`src/rtl/cic_comp_pkg.sv`:
```
// Shared definitions for the CIC compensation FIR: default tap count,
// coefficient width and table, and the sequencer state encoding.
package cic_comp_pkg;

  localparam int NTAPS_DEF = 16;
  localparam int COEF_W    = 16;
  localparam int COEF_LEN  = 16;

  typedef logic signed [COEF_W-1:0] coef_t;

  typedef enum logic [1:0] {
    IDLE  = 2'd0,
    MAC   = 2'd1,
    ROUND = 2'd2,
    HOLD  = 2'd3
  } fir_state_t;

  // Symmetric inverse-sinc style response; taps sum to 43000 so a full-scale DC input saturates.
  localparam coef_t COEF_TABLE [COEF_LEN] = '{
    -16'sd200,   16'sd300,  -16'sd600,   16'sd1200,
    -16'sd2200,  16'sd4000,  16'sd7000,  16'sd12000,
     16'sd12000, 16'sd7000,  16'sd4000, -16'sd2200,
     16'sd1200, -16'sd600,   16'sd300,  -16'sd200
  };

  function automatic coef_t coef_at(input int idx);
    coef_at = (idx >= 0 && idx < COEF_LEN) ? COEF_TABLE[idx] : '0;
  endfunction

endpackage

```
`src/rtl/comp_coef_rom.sv`:
```
// Combinational coefficient lookup for the compensation FIR.
module comp_coef_rom
  import cic_comp_pkg::*;
#(
  parameter int NTAPS = NTAPS_DEF
) (
  input  logic [$clog2(NTAPS)-1:0] addr,
  output logic signed [COEF_W-1:0] data
);

  always_comb begin
    data = coef_at(int'(addr));
  end

endmodule

```
`src/rtl/cic_comp_fir.sv`:
```
// Decimate-by-2 CIC compensation FIR: one serial MAC per tap over a circular
// sample buffer, round/saturate, then hold the result for a ready/valid consumer.
module cic_comp_fir
  import cic_comp_pkg::*;
#(
  parameter int NTAPS = NTAPS_DEF,
  parameter int IN_W  = 19,
  parameter int OUT_W = 16,
  parameter int SHIFT = 18
) (
  input  logic             clk,
  input  logic             rst,
  input  logic             in_valid,
  input  logic [IN_W-1:0]  in_data,
  output logic             out_valid,
  input  logic             out_ready,
  output logic [OUT_W-1:0] out_data,
  output logic             overrun
);

  localparam int AW    = $clog2(NTAPS);
  localparam int PROD_W = IN_W + COEF_W;
  localparam int ACC_W = PROD_W + AW;
  localparam int SUM_W = ACC_W + 1;

  localparam logic [AW-1:0]           LAST_TAP = AW'(NTAPS - 1);
  localparam logic signed [SUM_W-1:0] HALF     = SUM_W'(longint'(1) <<< (SHIFT - 1));
  localparam logic signed [SUM_W-1:0] SAT_HI   = SUM_W'((longint'(1) <<< (OUT_W - 1)) - 1);
  localparam logic signed [SUM_W-1:0] SAT_LO   = ~SAT_HI;

  fir_state_t state, state_next;

  logic signed [IN_W-1:0]   samples [NTAPS];
  logic [AW-1:0]            wr_ptr;
  logic [AW-1:0]            tap;
  logic [AW-1:0]            rd_addr;
  logic                     phase;
  logic signed [ACC_W-1:0]  acc;
  logic signed [COEF_W-1:0] coef;
  logic signed [PROD_W-1:0] prod;
  logic signed [ACC_W-1:0]  prod_ext;
  logic signed [SUM_W-1:0]  rounded;
  logic signed [SUM_W-1:0]  shifted;
  logic signed [OUT_W-1:0]  out_sat;

  logic accept;
  logic is_compute;
  logic handshake;
  logic start_mac;
  logic drop_in;
  logic drop_out;

  comp_coef_rom #(
    .NTAPS (NTAPS)
  ) u_coef_rom (
    .addr (tap),
    .data (coef)
  );

  always_comb begin
    accept     = in_valid && (state == IDLE || state == HOLD);
    is_compute = accept && phase;
    handshake  = (state == HOLD) && out_valid && out_ready;
    start_mac  = is_compute && (state == IDLE || handshake);
    drop_in    = in_valid && (state == MAC || state == ROUND);
    drop_out   = is_compute && (state == HOLD) && !handshake;
  end

  // Tap k reads the sample written k acceptances before the newest one.
  always_comb begin
    rd_addr  = wr_ptr - AW'(1) - tap;
    prod     = samples[rd_addr] * coef;
    prod_ext = {{AW{prod[PROD_W-1]}}, prod};
  end

  always_comb begin
    rounded = {acc[ACC_W-1], acc} + HALF;
    shifted = rounded >>> SHIFT;
    out_sat = shifted[OUT_W-1:0];
    if (shifted > SAT_HI) begin
      out_sat = {1'b0, {(OUT_W-1){1'b1}}};
    end else if (shifted < SAT_LO) begin
      out_sat = {1'b1, {(OUT_W-1){1'b0}}};
    end
  end

  always_comb begin
    state_next = state;
    case (state)
      IDLE:    if (start_mac) state_next = MAC;
      MAC:     if (tap == LAST_TAP) state_next = ROUND;
      ROUND:   state_next = HOLD;
      HOLD: begin
        if (start_mac) begin
          state_next = MAC;
        end else if (out_ready) begin
          state_next = IDLE;
        end
      end
      default: state_next = IDLE;
    endcase
  end

  always_ff @(posedge clk or negedge rst) begin
    if (!rst) begin
      state <= IDLE;
    end else begin
      state <= state_next;
    end
  end

  always_ff @(posedge clk or negedge rst) begin
    if (!rst) begin
      for (int i = 0; i < NTAPS; i++) begin
        samples[i] <= '0;
      end
      wr_ptr <= '0;
      phase  <= 1'b0;
    end else if (accept) begin
      samples[wr_ptr] <= $signed(in_data);
      wr_ptr          <= wr_ptr + AW'(1);
      phase           <= ~phase;
    end
  end

  always_ff @(posedge clk or negedge rst) begin
    if (!rst) begin
      acc <= '0;
      tap <= '0;
    end else if (start_mac) begin
      acc <= '0;
      tap <= '0;
    end else if (state == MAC) begin
      acc <= acc + prod_ext;
      tap <= tap + AW'(1);
    end
  end

  // out_data only changes in ROUND, so it stays frozen for the whole of HOLD.
  always_ff @(posedge clk or negedge rst) begin
    if (!rst) begin
      out_data  <= '0;
      out_valid <= 1'b0;
      overrun   <= 1'b0;
    end else begin
      if (state == ROUND) begin
        out_data  <= out_sat;
        out_valid <= 1'b1;
      end else if (handshake) begin
        out_valid <= 1'b0;
      end
      if (drop_in || drop_out) begin
        overrun <= 1'b1;
      end
    end
  end

endmodule

```
`config.mk`:
```
export PLATFORM = sky130hd
export DESIGN_NAME = cic_comp_fir
export DESIGN_NICKNAME = d
export VERILOG_FILES = /design/src/rtl/cic_comp_pkg.sv /design/src/rtl/comp_coef_rom.sv /design/src/rtl/cic_comp_fir.sv
export SDC_FILE = /design/constraint.sdc
export NUM_CORES = 1
export LEC_CHECK = 0
export BUFFER_PORTS_ARGS = -buffer_cell sky130_fd_sc_hd__buf_2
export CAP_MARGIN = 10
export CELL_PAD_IN_SITES_DETAIL_PLACEMENT = 2
export CELL_PAD_IN_SITES_GLOBAL_PLACEMENT = 2
export CORE_ASPECT_RATIO = 0.75
export CORE_UTILIZATION = 40
export CTS_BUF_LIST = sky130_fd_sc_hd__clkbuf_2 sky130_fd_sc_hd__clkbuf_4 sky130_fd_sc_hd__clkbuf_8
export DETAILED_ROUTE_END_ITERATION = 8
export PLACE_DENSITY = 0.83
export SKIP_CTS_REPAIR_TIMING = 1
export SLEW_MARGIN = 20
export SYNTH_ARGS = -nofsm -noshare
export SYNTH_HDL_FRONTEND = slang
export SYNTH_SLANG_ARGS = --single-unit
```
`constraint.sdc`:
```
create_clock -name clk -period 13.17 [get_ports clk]
set_clock_uncertainty 0.15 [all_clocks]
set_input_delay 2.634 -clock clk [delete_from_list [all_inputs] [get_ports clk]]
set_output_delay 2.634 -clock clk [all_outputs]
set_load 0.05 [all_outputs]
```
# Word level (Yosys, flattened, before mapping)
# Memories as Yosys holds them, arrays and structs flattened.
# Index checks and enable logic that the tools add are counted.
[totals] register_bits=372 rom_bits=256 input_bits=23 n_memories=1
[memory_table] memory="(no name shown)" words=16 width=16 rd=1 rd_ports_with_merged_regs=0 write_ports=0 line_no="cic_comp_pkg.sv:27" source="coef_at = (idx >= 0 && idx < COEF_LEN) ? COEF_TABLE[idx] : '0;"
[classes] add_sub_neg=6 multipliers=1 magnitude_cmp=6 eq_ne=7 n_mux=21 bitwise=4 reduce_logical=18
[op_table] op="$bwmux 304" n=1
[op_table] op="$mux 39" n=2
[op_table] op="$bmux 19 s4" n=1
[op_table] op="$demux 19 s4" n=1
[op_table] op="$mux 16" n=4
[op_table] op="$mux 19" n=3
[op_table] op="$add 39x19->40 const B" n=1
[op_table] op="$add 39x35->39" n=1
[op_table] op="$mul 19x16->35" n=1
[op_table] op="$ge 32x5->1 const B" n=1
[op_table] op="$not 4->32" n=1
[op_table] op="$gt 22x16->1 const B" n=1
[op_table] op="$lt 22x16->1 const B" n=1
[op_table] op="$ge 5x5->1 const B" n=2
[op_table] op="$not 4->5" n=2
[op_table] op="$logic_and 1x1->1" n=9
[op_table] op="$add 4x1->4 const B" n=2
[op_table] op="$mux 2" n=4
[op_table] op="$mux 4" n=2
[op_table] op="$pmux 2 s4" n=1
[op_table] op="$lt 5x1->1 const B" n=1
[op_table] op="$eq 2x2->1 const B" n=2
[op_table] op="$eq 4x4->1 const B" n=1
[op_table] op="$logic_or 1x1->1" n=4
[op_table] op="other kinds (12)" n=14

# Longest topological paths before layout
# Gate-level depths: netlist of run 1.
[depth] word_depth=10 depth_mapped=34 depth_no_buf=30

# By module
# Synthesis of run 1 repeated with hierarchy kept, for this count alone.
[unflattened] cells_unflattened=2676 area_unflattened_um2=30718.2
[by_module_without_submodules] module="cic_comp_fir" n_inst=1 cells_per_inst=2618 area_per_inst_um2=30284.0
[by_module_without_submodules] module="comp_coef_rom" n_inst=1 cells_per_inst=58 area_per_inst_um2=434.2

# Worst setup path after synthesis of run 1
# OpenSTA, ideal clock, no wires.
[synth_timing] path_type="reg2reg" from="register tap[0]" to="register acc[23]" arrival_time_ns=8.230 t_required_ns=12.942 path_slack_ns=4.711 path_stages_with_launch=32 path_cell_list="dfrtp_1 clkbuf_1 inv_1 ha_1 inv_1 fa_1 buf_4 clkbuf_1 mux4_2 mux2_2 nand2_1 o21a_1 nor2_1 fa_1 inv_1 fa_1 fa_1 inv_1 fa_1 fa_1 inv_1 fa_1 inv_1 ha_1 a21oi_1 o21ai_0 and2_2 o311ai_2 a21oi_1 a31oi_1 mux2_2 a21oi_1"
[synth_between] elab_chain_cells=9
[synth_lines] item="from (decl)" line_no="cic_comp_fir.sv:35" source="logic [AW-1:0] tap;"
[synth_lines] item="from (signal assigned)" line_no="cic_comp_fir.sv:135" source="tap <= tap + AW'(1);"
[synth_lines] item="$sub 4x4->4" line_no="cic_comp_fir.sv:71" source="rd_addr = wr_ptr - AW'(1) - tap;"
[synth_lines] item="$not 4->5 (not written as such)" line_no="cic_comp_fir.sv:72" source="prod = samples[rd_addr] * coef;"
[synth_lines] item="$bmux 19 s4" line_no="cic_comp_fir.sv:72"
[synth_lines] item="$mux 19 (not written as such) (2 in series)" line_no="cic_comp_fir.sv:72"
[synth_lines] item="$mul 19x16->35 *" line_no="cic_comp_fir.sv:72"
[synth_lines] item="$add 39x35->39 *" line_no="cic_comp_fir.sv:134" source="acc <= acc + prod_ext;"
[synth_lines] item="$mux 39 *" line_no="cic_comp_fir.sv:133" source="end else if (state == MAC) begin"
[synth_lines] item="$mux 39 *" line_no="cic_comp_fir.sv:130" source="end else if (start_mac) begin"
[synth_lines] item="to (signal assigned)" line_no="cic_comp_fir.sv:134"
[synth_lines] item="to (decl)" line_no="cic_comp_fir.sv:38" source="logic signed [ACC_W-1:0] acc;"
# Every way passes the cells marked *; elsewhere a longest branch is shown, timed or not. The select of a mux whose other input is x is not followed.
# A chain may end at the register's enable or synchronous reset.

# Worst setup path after layout of run 1
[layout_timing] from="register tap[0]" to="register acc[36]"
# Same word-level chain as after synthesis.

==> impl_metrics.json, run 1 <==
{
  "outcome": "complete, no violations",
  "cts_buffer_depth": 3,
  "crit_end": "acc[36]$_DFFE_PN0P_",
  "max_freq_mhz": 91.7,
  "antenna_left": 0,
  "min_period_over_period_pct": 82.8,
  "core_area_sq_um": 72000,
  "yosys-top-cells-area": "dfrtp_1 (32%), fa_1 (21%), mux2_2 (12%)",
  "grt_pass1_vias": 24600,
  "worstHoldPathType": "reg -> reg",
  "cts.clk_slew.worst_paths_ns": 0.06,
  "crit_path_start": "tap[0]$_DFFE_PN0P_",
  "syn-instance-count": 2570,
  "drcViolationCount": 0,
  "yosys_register_bits": 370,
  "drt-pass1-iter-count": 5,
  "rows": 85,
  "critical_path_class": "reg -> reg",
  "synth_top_area_share_pct": 31.7,
  "final_nets": 3080,
  "areaGrowthSynthToFinish_pct": 9.69,
  "worstPathMaxFanout": 42,
  "synth_top_area_cell": "dfrtp_1",
  "syn_area_per_cell_sq_um": 11.4,
  "synth_nets": 3040,
  "crit_path_end_kind": "flop",
  "maxCapViolCount": 0,
  "vias": 20300,
  "cpPeakStageDelay_ns": 1.31,
  "grt_first_pass_wirelength_um": 151000,
  "r2r_slack_ns": 2.27,
  "grt_antenna_before_repair": 2,
  "syn_area_sq_um": 29200,
  "setup_tns_ns": 0,
  "final_common_cell": "inv_1",
  "io_buffers": 40,
  "initial_core_util_pct": 40.5,
  "crit-reg2reg-launch": "tap[0]$_DFFE_PN0P_",
  "dieArea_sq_um": 74000,
  "synth_edf_count": 0,
  "cts_made_buffers": 69,
  "ys.flop_type": "dfrtp_1",
  "cts_tree": "built",
  "numClockSinks": 370,
  "slew_violations": 0,
  "start_kind": "flop",
  "dp_hpwl_um": 67200,
  "layout_common_cells": "inv_1 (407), dfrtp_1 (370), mux2_2 (322)",
  "reg2reg_to": "acc[36]$_DFFE_PN0P_",
  "grt_overflow": 0,
  "crit_arrival_ns": 11.37,
  "tightest_slew_ns": 1.19,
  "clk_latency_ns": 0.69,
  "seq_area_frac_synth_pct": 31.7,
  "first_iter_violations": 1129,
  "relSlewSlack_pct": 20.8,
  "final.min_clock_period_ns": 10.90,
  "ys_async_sr_fraction_pct": 100,
  "drive_gt1_share_pct": 24.2,
  "reg2regPathDepth": 26,
  "path_common_cell": "fa_1",
  "routedWlPerCell_um": 26.6,
  "final_hold_viol_count": 0,
  "io_pins": 41,
  "synth.distinct_cells": 75,
  "required_ns": 13.64,
  "routed_wl_um": 96200,
  "avgViaCountPerCell": 5.61,
  "grt_max_degree": 105,
  "h-tree-depth": 3,
  "routabilityCongestion": 0.891,
  "grt_usage_pct": 27.0,
  "setup_viol_count_final": 0,
  "critical-path-slowest-cell": "fa_4",
  "rsz0062_at_grt": "no",
  "die_y_um": 236,
  "die_w_um": 314,
  "yosysWarnings": 0,
  "root_buffer": "clkbuf_8"
}
-- worst min-delay path by stage --
stage,from,end,slack [ns],depth (start not counted)
floorplan,samples[243]$_DFFE_PN0P_,samples[243]$_DFFE_PN0P_,0.32,1
global placement,overrun$_DFFE_PN0P_,overrun$_DFFE_PN0P_,0.31,1
detailed placement,overrun$_DFFE_PN0P_,overrun$_DFFE_PN0P_,0.31,1
CTS,overrun$_DFFE_PN0P_,overrun$_DFFE_PN0P_,0.32,1
global route,overrun$_DFFE_PN0P_,overrun$_DFFE_PN0P_,0.33,1
finish,overrun$_DFFE_PN0P_,overrun$_DFFE_PN0P_,0.32,1
-- per-layer routing --
layer  up-vias  global-route usage, %  routed length [um]
li1       8520                      -                   -
met1     11000                   33.7               39900
met2       517                   47.0               49200
met3       233                   4.04                3430
met4         0                   10.3                3630
met5         -                      0                   0
-- Yosys cell counts (15+ instances only) --
master / n
mux4_2: 76
nor2_1: 226
inv_1: 407
mux2_2: 322
nor2b_1: 18
fa_1: 304
mux2i_1: 40
nand2_1: 171
nand3_1: 22
xor2_1: 20
ha_1: 143
nand2b_1: 25
o21ai_0: 40
o21a_1: 22
xnor2_1: 35
a211oi_1: 17
buf_2: 35
dfrtp_1: 370
a21oi_1: 51
o22a_1: 15
clkbuf_1: 57
-- cells by family after synthesis --
group / share of synthesized area, %
buffers and inverters: 7.14
muxes: 19.7
adders and majority gates: 27.0
DFF: 31.7
AOI/OAI and AO/OA: 5.09
and+or+nand+nor: 7.72
xor gates and xnor gates: 1.65
-- metrics by stage --
step | hold WS [ns] | setup WS [ns] | std cells | area [sq um] | utilization, %
2_1_floorplan | 0.324 | 4.71 | 2570 | 29200 | -
3_3_place_gp | 0.308 | 2.99 | 3496 | 30400 | 42.3
3_5_place_dp | 0.306 | 2.29 | 3496 | 30400 | 42.3
4_1_cts | 0.323 | 2.16 | 3614 | 32000 | 44.4
5_1_grt | 0.329 | 1.92 | 3616 | 32000 | 44.5
6_report | 0.317 | 2.27 | 3616 | 32000 | 44.5
-- sequential cells by signal (all words and copies together) (netlist names) --
signal and cells:
overrun 1, out_valid 1, samples 304, phase 1, state 2, out_data 16, wr_ptr 4, tap 4
acc 37
-- final cells by class --
| cell class | count | area [sq um] |
|---|---|---|
| multi-input cells | 1678 | 17900 |
| flip-flops and latches | 370 | 9260 |
| clock buffers | 103 | 1310 |
| repair buffers | 84 | 544 |
| fillers | 7256 | 40000 |
| inverters | 407 | 1530 |
| clock inverters | 15 | 229 |
| diodes | 2 | 5.00 |
| well taps | 957 | 1200 |
-- worst max-delay path: cells and delay by family, from the launching register on --
| family | cells | cell delay [ns] |
|---|---|---|
| AOI/OAI and AO/OA | 6 | 2.11 |
| adders and majority gates | 9 | 5.17 |
| buffers and inverters | 6 | 1.41 |
| DFF | 1 | 0.56 |
| muxes | 2 | 0.68 |
| and+or+nand+nor | 3 | 0.70 |
Power of run 1 is left out: the tool's default activity adds up to more than one toggle a clock period on the data nets, which glitch-free logic cannot reach.
==> run 2: changes to the inputs <==
--- a/config.mk
+++ b/config.mk
@@ -5,6 +5,7 @@
 export SDC_FILE = /design/constraint.sdc
 export NUM_CORES = 1
 export LEC_CHECK = 0
+export ABC_AREA = 1
 export BUFFER_PORTS_ARGS = -buffer_cell sky130_fd_sc_hd__buf_2
 export CAP_MARGIN = 10
 export CELL_PAD_IN_SITES_DETAIL_PLACEMENT = 2
@@ -13,7 +14,7 @@
 export CORE_UTILIZATION = 40
 export CTS_BUF_LIST = sky130_fd_sc_hd__clkbuf_2 sky130_fd_sc_hd__clkbuf_4 sky130_fd_sc_hd__clkbuf_8
 export DETAILED_ROUTE_END_ITERATION = 8
-export PLACE_DENSITY = 0.83
+export PLACE_DENSITY = 0.91
 export SKIP_CTS_REPAIR_TIMING = 1
 export SLEW_MARGIN = 20
 export SYNTH_ARGS = -nofsm -noshare
==> constraint.sdc (replaced) <==
create_clock -name clk -period 10.86 [get_ports clk]
set_clock_uncertainty 0.15 [all_clocks]
set_input_delay 2.172 -clock clk [delete_from_list [all_inputs] [get_ports clk]]
set_output_delay 2.172 -clock clk [all_outputs]
set_load 0.05 [all_outputs]
==> run 2 against run 1 <==
Effect of this change: first-iteration DRC count grew 140%; sequential share of layout area fell by 0.41 points; die area grew 1.6%; worst setup slack lost 2.0 ns; via count up 42%; cell count increased by 30%; critical path depth is 5 higher; worst hold slack improved by 0.025 ns; final area increased by 1.4%; global-route usage rose by 13 points; sequential cell count unchanged.
==> impl_metrics.json, run 2 <==
{
  "relSlewSlack_pct": 20.4,
  "whs_ns": 0.342,
  "use_met1_pct": 46.9,
  "first_iter_violations": 2691,
  "syn_area_sq_um": 29700,
  "critical-path-slowest-cell": "fa_2",
  "antenna_left": 0,
  "avgViaCountPerCell": 6.12,
  "outcome": "complete, no violations",
  "synth.most_common_cell": "nand2_1",
  "drive_gt1_share_pct": 7.56,
  "synth_edf_count": 0,
  "clk_latency_ns": 0.75,
  "cpPeakStageDelay_ns": 0.78,
  "seq_area_frac_synth_pct": 31.2,
  "die_y_um": 238,
  "worstPathMaxFanout": 45,
  "yosys-top-cells-area": "dfrtp_1 (31%), fa_1 (21%), nand2_1 (10%)",
  "yosysWarnings": 0,
  "core_area_sq_um": 73400,
  "ys_async_sr_fraction_pct": 100,
  "critical_path_class": "reg -> reg",
  "initial_core_util_pct": 40.4,
  "grt_usage_pct": 39.7,
  "h-tree-depth": 3,
  "final.min_clock_period_ns": 10.56,
  "met3_usage_pct": 11.3,
  "setup_viol_count_final": 0,
  "cts_tree": "built",
  "drt-pass1-iter-count": 6,
  "synth_top_area_share_pct": 31.2,
  "io_pins": 41,
  "synth.distinct_cells": 47,
  "cts_made_buffers": 69,
  "largest_register": "samples",
  "path_common_cell": "inv_1",
  "syn_area_per_cell_sq_um": 7.99,
  "tightest_slew_ns": 1.19,
  "netlist_top_cells_count": "nand2_1 (801), inv_1 (611), o21ai_0 (409)",
  "final_nets": 4162,
  "numClockSinks": 370,
  "max_freq_mhz": 94.7,
  "reg.largest.list": "samples: 304 flops, acc: 37 flops, out_data: 16 flops",
  "layout_common_cells": "nand2_1 (801), inv_1 (608), o21ai_0 (409)",
  "grt_overflow": 0,
  "root_buffer": "clkbuf_8",
  "final_hold_viol_count": 0,
  "grt_pass1_vias": 33500,
  "dp_hpwl_um": 93800,
  "drcViolationCount": 0,
  "slew_violations": 0,
  "routabilityCongestion": 0.913,
  "die_w_um": 316,
  "cts_buffer_depth": 3,
  "vias": 28900,
  "grt_max_degree": 179,
  "required_ns": 11.34,
  "final_common_cell": "nand2_1",
  "yosys_register_bits": 370,
  "crit_arrival_ns": 11.04,
  "min_period_over_period_pct": 97.2,
  "synth_top_area_cell": "dfrtp_1",
  "rows": 86,
  "areaGrowthSynthToFinish_pct": 9.45,
  "rsz0062_at_grt": "no",
  "grt_first_pass_wirelength_um": 220000,
  "cts.clk_slew.worst_paths_ns": 0.08,
  "io_buffers": 40,
  "dieArea_sq_um": 75200,
  "crit_path_end_kind": "flop",
  "grt_busiest_layer": "met2",
  "worstHoldPathType": "reg -> reg",
  "maxCapViolCount": 0,
  "grt_antenna_before_repair": 8,
  "syn-instance-count": 3713,
  "setup_tns_ns": 0,
  "synth_nets": 4183,
  "start_kind": "flop",
  "routedWlPerCell_um": 31.3,
  "largest_reg_flops": 304,
  "grt_use_met2_pct": 63.1,
  "ys.flop_type": "dfrtp_1",
  "routed_wl_um": 148000
}
[run 2: final cells by class]
class	count	area, sq um
fillers	8238	40900
multi-input cells	2548	17400
flip-flops and latches	370	9260
inverters	622	2350
clock buffers	109	1360
well taps	968	1210
repair buffers	81	662
clock inverters	14	180
diodes	3	7.51
[run 2: path summary, 6_finish.rpt]
kind | startpoint | end | slack (ns) | cells after the start
hold / removal | overrun$_DFFE_PN0P_ | overrun$_DFFE_PN0P_ | 0.34 | 2
hold reg to reg | overrun$_DFFE_PN0P_ | overrun$_DFFE_PN0P_ | 0.34 | 2
setup reg to reg | tap[0]$_DFFE_PN0P_ | acc[25]$_DFFE_PN0P_ | 0.30 | 31
min in group asynchronous | rst | samples[279]$_DFFE_PN0P_ | 1.35 | 1
max in group asynchronous | rst | out_data[0]$_DFFE_PN0P_ | 6.91 | 3
setup / recovery | tap[0]$_DFFE_PN0P_ | acc[25]$_DFFE_PN0P_ | 0.30 | 31
[run 2: per-stage QoR]
step                      area [sq um]  setup slack (ns)  std cells  util, %
after floorplan                  29700              3.41       3713        -
after global placement           30700              1.64       4582     41.9
after detailed placement         30700             0.895       4582     41.9
after CTS                        32300             0.575       4705     44.0
after global routing             32500            0.0658       4714     44.2
final                            32500             0.300       4715     44.2
[run 2: layer usage]
metal  part of all wire, %  wire, um
met5                 0.037        55
met4                   7.4     10900
met3                   9.1     13500
met2                    46     68100
met1                    37     55000
[run 2: logic make-up after synthesis]
family                     Yosys count  synth area share (%)
AOI/OAI and AO/OA                  738                  13.1
buffers and inverters              795                  10.4
xor gates and xnor gates            30                 0.886
adders and majority gates          447                  26.6
DFF                                370                  31.2
and+or+nand+nor                   1333                  17.8
[run 2: critical path, delay by kind of cell (launching register included)]
kind            cells  cell delay, ns
simple gates        9            2.17
fa+ha+maj           9            4.84
buf+inv             7            1.66
compound gates      6            1.00
flops               1            0.59
Power of run 2 is left out for the same reason.
==> run 3: changes to the inputs <==
--- a/config.mk
+++ b/config.mk
@@ -12,7 +12,7 @@
 export CELL_PAD_IN_SITES_GLOBAL_PLACEMENT = 2
 export CORE_ASPECT_RATIO = 0.75
 export CORE_UTILIZATION = 40
-export CTS_BUF_LIST = sky130_fd_sc_hd__clkbuf_2 sky130_fd_sc_hd__clkbuf_4 sky130_fd_sc_hd__clkbuf_8
+export CTS_BUF_LIST = sky130_fd_sc_hd__clkbuf_8 sky130_fd_sc_hd__clkbuf_16
 export DETAILED_ROUTE_END_ITERATION = 8
 export PLACE_DENSITY = 0.91
 export SKIP_CTS_REPAIR_TIMING = 1
==> run 3 against run 2 <==
Effect of this change: register-to-register slack lost 0.12 ns; worst hold slack worse by 0.0036 ns; worst setup slack worse by 0.12 ns; first-iteration DRC count up 5.6%; core utilization shrank 0.29 points; clock-buffer cell count down 58; final area down 0.65%.
==> impl_metrics.json, run 3 (synthesis results as in run 2) <==
{
  "outcome": "complete, no violations",
  "worstHoldPathType": "reg -> reg",
  "worstPathMaxFanout": 45,
  "fin_util_pct": 43.9,
  "cts.clk_slew.worst_paths_ns": 0.08,
  "cts_buffer_depth": 3,
  "h-tree-depth": 2,
  "layout_common_cells": "nand2_1 (801), inv_1 (619), o21ai_0 (409)",
  "clk_latency_ns": 0.65,
  "core_area_sq_um": 73400,
  "final_nets": 4135,
  "start_kind": "flop",
  "areaGrowthSynthToFinish_pct": 8.74,
  "initial_core_util_pct": 40.4,
  "drive_gt1_share_pct": 6.03,
  "reg.largest.list": "samples: 304 flops, acc: 37 flops, out_data: 16 flops",
  "die_w_um": 316,
  "tightest_slew_ns": 1.25,
  "grt_antenna_before_repair": 5,
  "final_common_cell": "nand2_1",
  "dieArea_sq_um": 75200,
  "path_common_cell": "nand2_1",
  "rows": 86,
  "grt_pass1_vias": 32700,
  "drcViolationCount": 0,
  "n_fill_cell": 8208,
  "min_period_over_period_pct": 98.3,
  "vias": 28600,
  "dp_hpwl_um": 93800,
  "cts_tree": "built",
  "slew_violations": 0,
  "relSlewSlack_pct": 16.2,
  "grt_usage_pct": 37.7,
  "critical_path_class": "reg -> reg",
  "setup_viol_count_final": 0,
  "root_buffer": "clkbuf_16",
  "largest_reg_flops": 304,
  "crit_arrival_ns": 10.99,
  "maxCapViolCount": 0,
  "required_ns": 11.17,
  "antenna_left": 0,
  "cts_made_buffers": 43,
  "grt_first_pass_wirelength_um": 211000,
  "critical-path-slowest-cell": "dfrtp_1",
  "instances_no_fill": 4669,
  "io_buffers": 40,
  "io_pins": 41,
  "final_hold_viol_count": 0,
  "crit_path_end_kind": "flop",
  "drt-pass1-iter-count": 8,
  "setup_tns_ns": 0,
  "max_freq_mhz": 93.6,
  "grt_overflow": 0,
  "numClockSinks": 370,
  "final.min_clock_period_ns": 10.68,
  "grt_max_degree": 179,
  "routedWlPerCell_um": 30.7,
  "largest_register": "samples",
  "avgViaCountPerCell": 6.13,
  "die_y_um": 238,
  "first_iter_violations": 2842,
  "routabilityCongestion": 0.913,
  "routed_wl_um": 144000,
  "dp_cells": 4582,
  "cpPeakStageDelay_ns": 0.61,
  "dp_slack_ns": 0.895,
  "setup_ws_ns": 0.181
}
[run 3: cell types whose count changed in the layout (fill, tap and decap cells not counted), moves of 3 or more]
cell / delta
clkbuf_16: +42
clkbuf_4: -22
clkbuf_8: -79
clkinv_2: +3
clkinvlp_4: +3
inv_1: +11
[run 3: worst paths after layout]
check | from | end | slack [ns] | cells after the start
max reg2reg | tap[0]$_DFFE_PN0P_ | acc[21]$_DFFE_PN0P_ | 0.18 | 36
min in group asynchronous | rst | samples[76]$_DFFE_PN0P_ | 1.43 | 1
max in group asynchronous | rst | out_data[5]$_DFFE_PN0P_ | 6.83 | 3
max | tap[0]$_DFFE_PN0P_ | acc[21]$_DFFE_PN0P_ | 0.18 | 36
min reg2reg | samples[40]$_DFFE_PN0P_ | samples[40]$_DFFE_PN0P_ | 0.34 | 2
min | samples[40]$_DFFE_PN0P_ | samples[40]$_DFFE_PN0P_ | 0.34 | 2
[run 3: through the flow]
step / hold slack (ns) / instance area, sq um
finish: 0.338 / 32200
global route: 0.360 / 32200
CTS: 0.343 / 32100
detailed placement: 0.327 / 30700
global placement: 0.315 / 30700
floorplan: 0.298 / 29700
[run 3: area by class of cell]
class                   instances  area [sq um]  area share, %
diodes                          4          10.0         0.0310
well taps                     968          1210           3.76
inverters                     622          2340           7.24
flip-flops and latches        370          9260           28.7
clock inverters                26           205          0.636
multi-input cells            2548         17400           54.0
clock buffers                  51          1190           3.68
repair buffers                 80           618           1.92
[run 3: metal layers]
metal,vias to the layer above,GRT usage (%),part of all wire [%]
met5,-,0,0
met4,0,22.6,6.9
met3,637,8.02,8.6
met2,1737,60.9,47
met1,14900,46.5,38
li1,11400,-,-
[run 3: critical path: cells and delay by family, from the launching register on]
| family | cells | cell delay (ns) |
|---|---|---|
| and+or+nand+nor | 11 | 1.93 |
| adders and majority gates | 9 | 4.40 |
| AOI/OAI and AO/OA | 6 | 1.33 |
| buffers and inverters | 10 | 2.07 |
| DFF | 1 | 0.61 |
Power of run 3 is left out for the same reason.
